File: config.mk
export PLATFORM = sky130hd
export DESIGN_NAME = uart_rx
export DESIGN_NICKNAME = d
export VERILOG_FILES = /design/src/rtl/uart_pkg.sv /design/src/rtl/sync_ff2.sv /design/src/rtl/uart_rx.sv
export SDC_FILE = /design/constraint.sdc
export NUM_CORES = 1
export LEC_CHECK = 0
export CAP_MARGIN = 40
export CORE_UTILIZATION = 40
export DETAILED_ROUTE_END_ITERATION = 10
export PLACE_DENSITY = 0.6
export SLEW_MARGIN = 20
export SYNTH_ARGS = -nofsm -noshare
export SYNTH_HDL_FRONTEND = slang
export SYNTH_SLANG_ARGS = --single-unit
File: constraint.sdc
create_clock -name clk_FPGA -period 2 [get_ports clk_FPGA]
set_input_delay 0.3 -clock clk_FPGA [delete_from_list [all_inputs] [get_ports clk_FPGA]]
set_output_delay 0.3 -clock clk_FPGA [all_outputs]
set_load 0.005 [all_outputs]
File: src/rtl/uart_pkg.sv
// Shared UART definitions: receiver state encoding, link defaults and
// the bit-period helper used by both ends of the host link.
package uart_pkg;

  typedef enum logic [1:0] {IDLE, START, DATA, STOP} rx_state_t;

  localparam int unsigned UART_CLK_FREQ = 50_000_000;
  localparam int unsigned UART_BAUD     = 9600;

  function automatic int unsigned clks_per_bit(input int unsigned clk_freq,
                                               input int unsigned baud);
    return clk_freq / baud;
  endfunction

endpackage

File: src/rtl/sync_ff2.sv
// Two-flop synchronizer for asynchronous inputs, with a configurable
// reset value so an idle-high line does not look like an edge at reset.
module sync_ff2 #(
  parameter int unsigned            WIDTH     = 1,
  parameter logic [WIDTH-1:0]       RESET_VAL = '0
) (
  input  logic             clk,
  input  logic             rst_n,
  input  logic [WIDTH-1:0] d,
  output logic [WIDTH-1:0] q
);

  logic [WIDTH-1:0] meta;

  // Metastability stage followed by the stable output stage.
  always_ff @(posedge clk or negedge rst_n) begin
    if (!rst_n) begin
      meta <= RESET_VAL;
      q    <= RESET_VAL;
    end else begin
      meta <= d;
      q    <= meta;
    end
  end

endmodule

File: src/rtl/uart_rx.sv
// 8N1 UART receiver for the host link. Oversamples the line on the FPGA
// clock with a bit-period counter and presents each byte on a one-entry
// valid/ready buffer, flagging framing errors and dropped bytes.
module uart_rx
  import uart_pkg::*;
#(
  parameter int unsigned CLK_FREQ  = UART_CLK_FREQ,
  parameter int unsigned BAUD_RATE = UART_BAUD
) (
  input  logic       clk_FPGA,
  input  logic       rst_n,
  input  logic       rx,
  output logic [7:0] rx_data,
  output logic       rx_valid,
  input  logic       rx_ready,
  output logic       frame_err,
  output logic       overrun,
  output logic       rx_busy
);

  localparam int unsigned CLKS_PER_BIT = clks_per_bit(CLK_FREQ, BAUD_RATE);
  localparam int unsigned HALF_BIT     = CLKS_PER_BIT / 2;
  localparam int unsigned CNT_W        = $clog2(CLKS_PER_BIT);
  localparam logic [CNT_W-1:0] HALF_LAST = CNT_W'(HALF_BIT - 1);
  localparam logic [CNT_W-1:0] BIT_LAST  = CNT_W'(CLKS_PER_BIT - 1);

  generate
    if (CLKS_PER_BIT < 4) begin : g_bad_rate
      $error("uart_rx: CLK_FREQ/BAUD_RATE must be at least 4");
    end
  endgenerate

  logic             rx_s;
  logic             rx_prev;
  rx_state_t        state, state_d;
  logic [CNT_W-1:0] cnt, cnt_d;
  logic [2:0]       idx, idx_d;
  logic [7:0]       shift, shift_d;
  logic [7:0]       data_d;
  logic             valid_d, ferr_d, ovr_d;

  sync_ff2 #(
    .WIDTH    (1),
    .RESET_VAL(1'b1)
  ) u_sync (
    .clk  (clk_FPGA),
    .rst_n(rst_n),
    .d    (rx),
    .q    (rx_s)
  );

  assign rx_busy = (state != IDLE);

  // State, counters, shift register, output buffer and edge-detect history.
  always_ff @(posedge clk_FPGA or negedge rst_n) begin
    if (!rst_n) begin
      state     <= IDLE;
      cnt       <= '0;
      idx       <= '0;
      shift     <= '0;
      rx_data   <= '0;
      rx_valid  <= 1'b0;
      frame_err <= 1'b0;
      overrun   <= 1'b0;
      rx_prev   <= 1'b1;
    end else begin
      state     <= state_d;
      cnt       <= cnt_d;
      idx       <= idx_d;
      shift     <= shift_d;
      rx_data   <= data_d;
      rx_valid  <= valid_d;
      frame_err <= ferr_d;
      overrun   <= ovr_d;
      rx_prev   <= rx_s;
    end
  end

  // Frame sequencing, sample points and buffer/flag updates.
  always_comb begin
    state_d = state;
    cnt_d   = cnt + 1'b1;
    idx_d   = idx;
    shift_d = shift;
    data_d  = rx_data;
    valid_d = rx_valid;
    ferr_d  = 1'b0;
    ovr_d   = 1'b0;

    // A handshake empties the buffer; a same-cycle load below refills it.
    if (rx_valid && rx_ready) valid_d = 1'b0;

    unique case (state)
      IDLE: begin
        cnt_d = '0;
        if (rx_prev && !rx_s) state_d = START;
      end
      START: begin
        if (cnt == HALF_LAST) begin
          cnt_d = '0;
          if (!rx_s) begin
            state_d = DATA;
            idx_d   = '0;
          end else begin
            state_d = IDLE;
          end
        end
      end
      DATA: begin
        if (cnt == BIT_LAST) begin
          cnt_d   = '0;
          shift_d = {rx_s, shift[7:1]};
          idx_d   = idx + 3'd1;
          if (idx == 3'd7) state_d = STOP;
        end
      end
      STOP: begin
        if (cnt == BIT_LAST) begin
          cnt_d   = '0;
          state_d = IDLE;
          if (rx_s) begin
            if (!rx_valid || rx_ready) begin
              data_d  = shift;
              valid_d = 1'b1;
            end else begin
              ovr_d = 1'b1;
            end
          end else begin
            ferr_d = 1'b1;
          end
        end
      end
    endcase
  end

endmodule

# After elaboration in Yosys (flattened, before gate mapping)
# Cells that the tools add are included.
[word_totals]
ff_bits = 40
inputBits = 4
out_inout_bits = 12
elab_cells = 64
[op_classes]
add_sub_neg = 2
n_eq_ne = 12
muxes = 26
n_reduce_logical = 13
[ops]
columns = ["operator", "count"]
rows = [
  ["case mux 13 bit (3 select lines)", 1],
  ["two-way mux 13 bit", 2],
  ["adder 13 x 1 -> 13 bit (second input constant)", 1],
  ["equality test 13 x 12 -> 1 bit (second input constant)", 1],
  ["equality test 13 bit (second input constant)", 1],
  ["two-way mux 1 bit", 12],
  ["two-way mux 2 bit", 6],
  ["inequality test 2 bit (second input constant)", 6],
  ["two-way mux 3 bit", 3],
  ["case mux 2 bit (4 select lines)", 1],
  ["AND reduction 4 bit", 2],
  ["case mux 3 bit (2 select lines)", 1],
  ["AND reduction 5 bit", 1],
  ["equality test 2 bit (second input constant)", 2],
  ["nonzero test 2 bit", 2],
  ["adder 3 x 1 -> 3 bit (second input constant)", 1],
  ["equality test 3 bit (second input constant)", 1],
  ["equality test 2 x 1 -> 1 bit (second input constant)", 1],
  ["logical AND 1 bit", 2],
  ["logical NOT 1 bit", 2],
  ["logical NOT 2 bit", 1],
  ["AND reduction 2 bit", 1],
  ["OR reduction 2 bit", 1],
  ["logical OR 1 bit", 1],
]

# Longest topological paths before layout
# Gate-level depths: netlist of run 1.
[depth]
word_depth = 6
depth_mapped = 6
ltp_nobuf = 5

# By module
# A second synthesis of run 1 with hierarchy kept.
[hier_totals]
hier_cells = 142
area_unflattened_um2 = 1780.5
[modules_own_cells]
columns = ["module", "n_inst", "cells_each", "area_per_inst_um2", "seq_area_each_um2"]
rows = [
  ["uart_rx", 1, 140, 1727.9, 952.2],
  ["sync_ff2", 1, 2, 52.6, 52.6],
]

# Worst setup path before layout of run 1
# Ideal clock, no wire load.
[synth_timing]
path_type = "register to register"
from = "reg cnt[0]"
to = "reg rx_data[0]"
setup_time_ns = 0.125
arrival_ns = 1.818
required_time_ns = 1.875
path_slack_ns = 0.057
path_stages_with_launch = 6
path_buffers = 0
synth_period_minus_slack_ns = 1.943
path_cell_list = "dfrtp_1 ha_1 nand4b_1 nand3b_4 nor4b_4 mux2_2"
[synth_between]
elab_chain_cells = 2
[synth_rtl]
columns = ["element", "line", "text"]
rows = [
  ["from (decl)", "uart_rx.sv:36", "logic [CNT_W-1:0] cnt, cnt_d;"],
  ["from (signal assigned)", "uart_rx.sv:68", "cnt <= cnt_d;"],
  ["equality test 13 bit", "uart_rx.sv:118", "if (cnt == BIT_LAST) begin"],
  ["AND reduction 4 bit (no line)", "--", ""],
  ["to (signal assigned)", "uart_rx.sv:71", "rx_data <= data_d;"],
  ["to (decl)", "uart_rx.sv:13", "output logic [7:0] rx_data,"],
]
# No other way between the ends.
# A chain may end at the register's enable or synchronous reset.

# Final worst setup path of run 1
[layout_timing]
from = "reg cnt[0]"
to = "reg rx_data[6]"
# Same word-level chain as after synthesis.

==> results of run 1 <==
[synth_stat cells (2+ instances only)]
cell,count
dfrtp_1,37
mux2_2,15
nor2_1,14
xor2_1,10
inv_1,7
nand2_1,7
nand4_1,5
nand3_1,4
a21oi_1,3
dfstp_2,3
ha_1,3
nor2b_1,3
a311oi_1,2
and4_2,2
and4bb_2,2
clkbuf_1,2
mux2i_1,2
nand4b_1,2
nor3b_1,2
nor4b_4,2
o21ai_0,2
o22ai_1,2
[logic make-up after synthesis]
| family | synth area share |
|---|---|
| simple gates | 0.200 |
| flops | 0.564 |
| mux | 0.106 |
| xor+xnor | 0.0541 |
| buf+inv | 0.0232 |
| compound gates | 0.0309 |
| fa+ha+maj | 0.0211 |
[registers in the layout, summed over array words and instances, names as in the netlist, named ones only]
name         flops
rx_valid         1
frame_err        1
idx              3
u_sync.q         1
overrun          1
cnt             13
state            1
rx_data          8
rx_prev          1
u_sync.meta      1
shift            8
[cell type report]
type                    count  share of cell area
flip-flops and latches     40               0.447
inverters                   7              0.0117
clock inverters             2             0.00445
clock buffers               6              0.0367
repair buffers             38               0.143
multi-input cells          92               0.330
well taps                  50              0.0278
[power by group]
| group | switching [mW] | internal, mW |
|---|---|---|
| registers | 0.0465 | 0.865 |
| logic | 0.151 | 0.171 |
| clock network | 0.256 | 0.275 |
| total | 0.454 | 1.31 |
[worst max-delay path, delay by kind of cell (launching register included)]
family,cells,cell delay (ns)
AND/OR/NAND/NOR,3,0.61
flip-flops,1,0.35
multiplexers,1,0.33
buffers and inverters,2,0.30
adder cells (fa/ha/maj),1,0.16
[per-layer routing]
metal	global-route usage	up-vias	routed length, um
met5	0	-	0
met4	0.0434	0	20
met3	0.0625	4	101
met2	0.249	19	1540
met1	0.207	579	1590
li1	-	584	-
[timing repair]
item / 4_1_cts / 5_1_grt
gates resized for setup: 0 / 3
setup buffers: 0 / 4
endpoints found under the setup margin: 0 / 25
[stage by stage]
stage / util / std cells / setup WS, ns / cell area, um2
floorplan: - / 142 / 0.0574 / 1780
global placement: 0.509 / 222 / -0.0494 / 2110
detailed placement: 0.511 / 223 / 0.0485 / 2120
CTS: 0.533 / 231 / 0.0221 / 2210
global route: 0.543 / 235 / 0.0166 / 2250
finish: 0.543 / 235 / 0.122 / 2250
[how the worst max path moves through the flow]
stage / slack [ns] / to / start
2_1_floorplan: 0.06 / rx_data[0] / cnt[0]
3_3_place_gp: -0.05 / cnt[6] / cnt[0]
3_5_place_dp: 0.05 / shift[5] / cnt[0]
4_1_cts: 0.02 / shift[5] / cnt[0]
5_1_grt: 0.02 / rx_data[6] / cnt[0]
6_report: 0.12 / rx_data[6] / cnt[0]
==> summary.txt, run 1 <==
Outcome
  – Status: finished clean

Die
  – Initial Util: 0.430
  – FP Rows: 23
  – I/O pin count: 16
  – Die width: 68.7 um
  – CORE AREA: 4140 um2
  – Die Y: 68.7 um
  – DIE AREA: 4720 um2

Synth
  – Syn. warnings: 0
  – Post-Syn Area per Cell: approximately 13 um2
  – Distinct cells, synth: 33
  – Syn Inst Count: between 100 and 150
  – Post-synth top area cell: dfrtp_1
  – Post-synth ARST share: 1.00
  – Top cell type's share of synthesized area: 0.520
  – Cell Area, Synth: approximately 1800 um2
  – Seq cells post-synth: 40
  – Synth area leaders: dfrtp_1, mux2_2, xor2_1, dfstp_2, nor2_1
  – Number of flops mapped to enable cells by yosys: 0
  – Top_reg_cell synth: dfrtp_1
  – Sequential area share after synthesis: 0.564
  – Synthesized Nets: approximately 150

Layout
  – P&R area growth vs syn: 26.4%
  – Fillcell total: roughly 370
  – Fraction of layout instances using a drive strength above 1: 0.330
  – Most common cell after layout, fill and taps aside: dfrtp_1
  – Antenna Cells: 0
  – Area of the multi-input gates: 742 um2
  – FF/Latch Area: 1000 um2
  – Most frequent cells in the layout: dfrtp_1, buf_4, mux2_2
  – Nets: around 190

Placed design
  – RePlAce Congestion: 0.747
  – # port buffers: 15
  – Detail Placement HPWL: 2.35 mm

GRT
  – GRT Util Overall: 0.160
  – Largest net degree at the start of global routing: 41
  – Total grt overflow: 0
  – Vias in the first global route: 1199
  – Initial antenna violation count: 0
  – First-pass GRT wire length: about 5.4 mm

Clocking
  – Hold buffers post-CTS: 0
  – CTS buffer count: 5
  – Clock sinks: 40
  – H-Tree Depth: 2
  – Max clock buf depth: 2
  – Worst-Skew Late Latency: 0.28 ns
  – Reg clk slew, reported paths: 0.07 ns
  – CTS tree: done
  – Clk root buf: clkbuf_8

Detailed routing
  – Final WL: about 3.2 mm
  – Drt drc: 0
  – Drt wl/cell: 13.8 um
  – Routed Antenna Nets: 0
  – Drt pass-1 iters: 4
  – DR iter-0 viols: 49
  – Post-DR vias/cell: 5.05
  – Via count: 1186

Min path
  – Worst hold-check path type: input pin to async pin

STA
  – Min Hold Slack: 0.0641 ns
  – Final Hold Fails: 0
  – RSZ-0062 raised after global routing: no
  – Final Critical Period: 1.88 ns
  – Setup violators final: 0
  – Slew Viols, Final: 0
  – Peak Freq: 532 MHz
  – Slew HR: 0.661
  – Worst-Margin Slew: 0.509 ns
  – Setup Skew: between 0.004 and 0.005 ns
  – Final clock period utilization by the worst path: 0.939
  – Final setup TNS: 0 ns

Worst setup path
  – Setup CP Type: flop to flop
  – Startpoint types: flop
  – CP endpoint kind: flop
  – Slowest cell delay on critical path: between 0.3 and 0.4 ns
  – Critical R2R Launch: cnt[0]
  – Reg-to-Reg End: rx_data[6]
  – Slowest-stage cell, CP: dfrtp_1
  – Worst reg-to-reg setup slack: 0.12 ns
  – Path depth of the worst reg2reg path: 7
  – Critical-path cell list: ha_1, buf_4, nand4b_1, nand3b_4, nor4b_4, buf_6, mux2_2
  – Crit path arrival time: 2.04 ns
  – WP data required: roughly 2.2 ns
  – Crit-path max FO: 8

Power and ir drop
  – Total power after layout: ~1.8 mW
  – Peak VDD IR: 0.000579 V
  – Lkg Pwr: approximately 1.1 nW
  – PD cells: 784 nW/um2

Job
  – Max-cap violation count: 0
No activity file was read; power rests on OpenSTA's default activity.
==> run 2: changes to the inputs <==
--- a/config.mk
+++ b/config.mk
@@ -9,7 +9,6 @@
 export CORE_UTILIZATION = 40
 export DETAILED_ROUTE_END_ITERATION = 10
 export PLACE_DENSITY = 0.6
-export SLEW_MARGIN = 20
 export SYNTH_ARGS = -nofsm -noshare
 export SYNTH_HDL_FRONTEND = slang
 export SYNTH_SLANG_ARGS = --single-unit
==> results of run 2 <==
The final DEF is identical to that of run 1; final timing and power are the same.
==> run 3: changes to the inputs <==
--- a/config.mk
+++ b/config.mk
@@ -8,6 +8,7 @@
 export CAP_MARGIN = 40
 export CORE_UTILIZATION = 40
 export DETAILED_ROUTE_END_ITERATION = 10
+export MAX_ROUTING_LAYER = met4
 export PLACE_DENSITY = 0.6
 export SYNTH_ARGS = -nofsm -noshare
 export SYNTH_HDL_FRONTEND = slang
==> run 3 against run 2 <==
Net effect: worst setup slack is the same; non-clock buffer count unchanged; final cell count stayed put; clock-buffer cell count did not move; core utilization unchanged; register-to-register slack hardly changed; global-route usage increased by 0.46 points; highest routed layer unchanged; sequential share of layout area is the same; largest cell class unchanged; clock power hardly changed.
==> summary.txt, run 3 (synthesized netlist as in run 1, its figures left out) <==
Worst setup path
  – Critical R2R Launch: cnt[0]
  – Startpoint types: flop
  – Crit-path max FO: 8
  – WP data required: between 2 and 2.5 ns
  – Worst reg-to-reg setup slack: 0.12 ns
  – Path depth of the worst reg2reg path: 7
  – Worst Setup EP: rx_data[6]
  – Setup CP Type: flop to flop
  – Reg-to-Reg End: rx_data[6]
  – Critical Path Start: cnt[0]
  – CP endpoint kind: flop
  – Crit path arrival time: 2.04 ns

STA
  – Final Critical Period: 1.88 ns
  – Final setup TNS: 0 ns
  – Final clock period utilization by the worst path: 0.939
  – Peak Freq: between 500 and 600 MHz
  – RSZ-0062 raised after global routing: no
  – Slew Viols, Final: 0
  – Slew HR: 0.661
  – Final Hold Fails: 0
  – Min Hold Slack: between 0.06 and 0.07 ns
  – Worst-Margin Slew: 0.509 ns
  – Setup Skew: 0.00426 ns
  – Setup violators final: 0

Power and ir drop
  – Int Pwr: 1.31 mW
  – PD cells: 784 nW/um2
  – Lkg Pwr: 1.08 nW
  – Total power after layout: 1.76 mW
  – Switching share of power: 0.257
  – Peak VDD IR: 0.000579 V
  – Reg power frac: 0.516
  – Comb power frac: 0.183
  – Clock power share: 0.301
  – P_sw: 0.454 mW

Min path
  – Worst hold-check path type: input pin to async pin

Clocking
  – Clock sinks: 40
  – Worst-Skew Late Latency: 0.28 ns
  – CTS buffer count: 5
  – Clk root buf: clkbuf_8
  – Reg clk slew, reported paths: about 0.07 ns
  – Max clock buf depth: 2
  – CTS tree: done
  – H-Tree Depth: 2

Layout
  – Top flop regs: cnt: 13 flops, rx_data: 8 flops, shift: 8 flops
  – Most frequent cells in the layout: dfrtp_1, buf_4, mux2_2
  – Number of flip-flops in the largest register: 13
  – Final std cells w/o fill: 235
  – Most common cell after layout, fill and taps aside: dfrtp_1
  – Final Cell Area: 2250 um2
  – P&R area growth vs syn: 26.4%
  – Nets: 191
  – Antenna Cells: 0
  – Biggest register: cnt
  – Fraction of layout instances using a drive strength above 1: 0.330

Detailed routing
  – Post-DR vias/cell: 5.05
  – Final WL: 3.25 mm
  – Via count: 1186
  – DR iter-0 viols: 50
  – Drt wl/cell: 13.8 um
  – Drt drc: 0
  – Drt pass-1 iters: 4
  – Routed Antenna Nets: 0

Placed design
  – Area post-placement: 2120 um2
  – Cells after DPL: 223
  – Detail Placement HPWL: between 2 and 2.5 mm
  – RePlAce Congestion: 0.757
  – # port buffers: 15

Outcome
  – Status: finished clean

GRT
  – GRT Util Overall: 0.164
  – Total grt overflow: 0
  – First-pass GRT wire length: around 5.4 mm
  – Vias in the first global route: 1199
  – Largest net degree at the start of global routing: just over 40
  – Initial antenna violation count: 0

Die
  – FP Rows: 23
  – Die Y: slightly below 70 um
  – Initial Util: 0.430
  – I/O pin count: 16
  – CORE AREA: 4140 um2
  – DIE AREA: roughly 4700 um2
  – Die width: 68.7 um

Job
  – Max-cap violation count: 0
## run 3: cell counts in the layout (fill, tap and decap cells not counted)
No cell type changed its count.
## run 3: metrics by stage
stage          utilization  setup WS [ns]
2_1_floorplan            -         0.0574
3_3_place_gp         0.509        -0.0494
3_5_place_dp         0.511         0.0485
4_1_cts              0.533         0.0221
5_1_grt              0.543         0.0166
6_report             0.543          0.122
## run 3: layer usage
layer / part of all wire / vias up / GRT usage
li1: - / 584 / -
met1: 0.49 / 579 / 0.207
met2: 0.47 / 19 / 0.249
met3: 0.031 / 4 / 0.0625
met4: 0.0062 / 0 / 0.0434
met5: 0 / - / -
## run 3: worst min-delay path by stage
stage / from / to / slack (ns) / depth (start not counted)
finish: rst_n / cnt[6] / 0.06 / 2
global route: rst_n / shift[7] / 0.11 / 2
CTS: rst_n / cnt[4] / 0.08 / 2
global placement: u_sync.meta / u_sync.q / 0.35 / 0
floorplan: rst_n / async pin / 0.004 / 0
detailed placement: u_sync.meta / u_sync.q / 0.35 / 0
## run 3: repair_timing
action,in CTS,in global routing
resized for setup,0,3
setup endpoints to repair,0,25
setup buffers,0,4
hold buffers,0,0
## run 3: layout make-up
type                            instances  area, um2
Timing Repair Buffer                   38        322
Fill cell                             374       1890
Clock buffer                            6       82.6
Sequential cell                        40       1000
Multi-Input combinational cell         92        742
Clock inverter                          2       10.0
Inverter                                7       26.3
Tap cell                               50       62.6
## run 3: power groups by stage
stage / logic [mW] / clock network (mW) / registers, mW
global placement: 0.294 / 0 / 0.924
CTS: 0.304 / 0.558 / 0.911
detailed placement: 0.303 / 0 / 0.926
floorplan: 0.169 / 0 / 0.923
finish: 0.323 / 0.531 / 0.911
global route: 0.353 / 0.594 / 0.917
## run 3: worst max-delay path: stages, from the launching register on
cell      delay (ns)
dfrtp_1         0.35
ha_1            0.16
buf_4           0.13
nand4b_1        0.14
nand3b_4        0.20
nor4b_4         0.27
buf_6           0.17
mux2_2          0.33
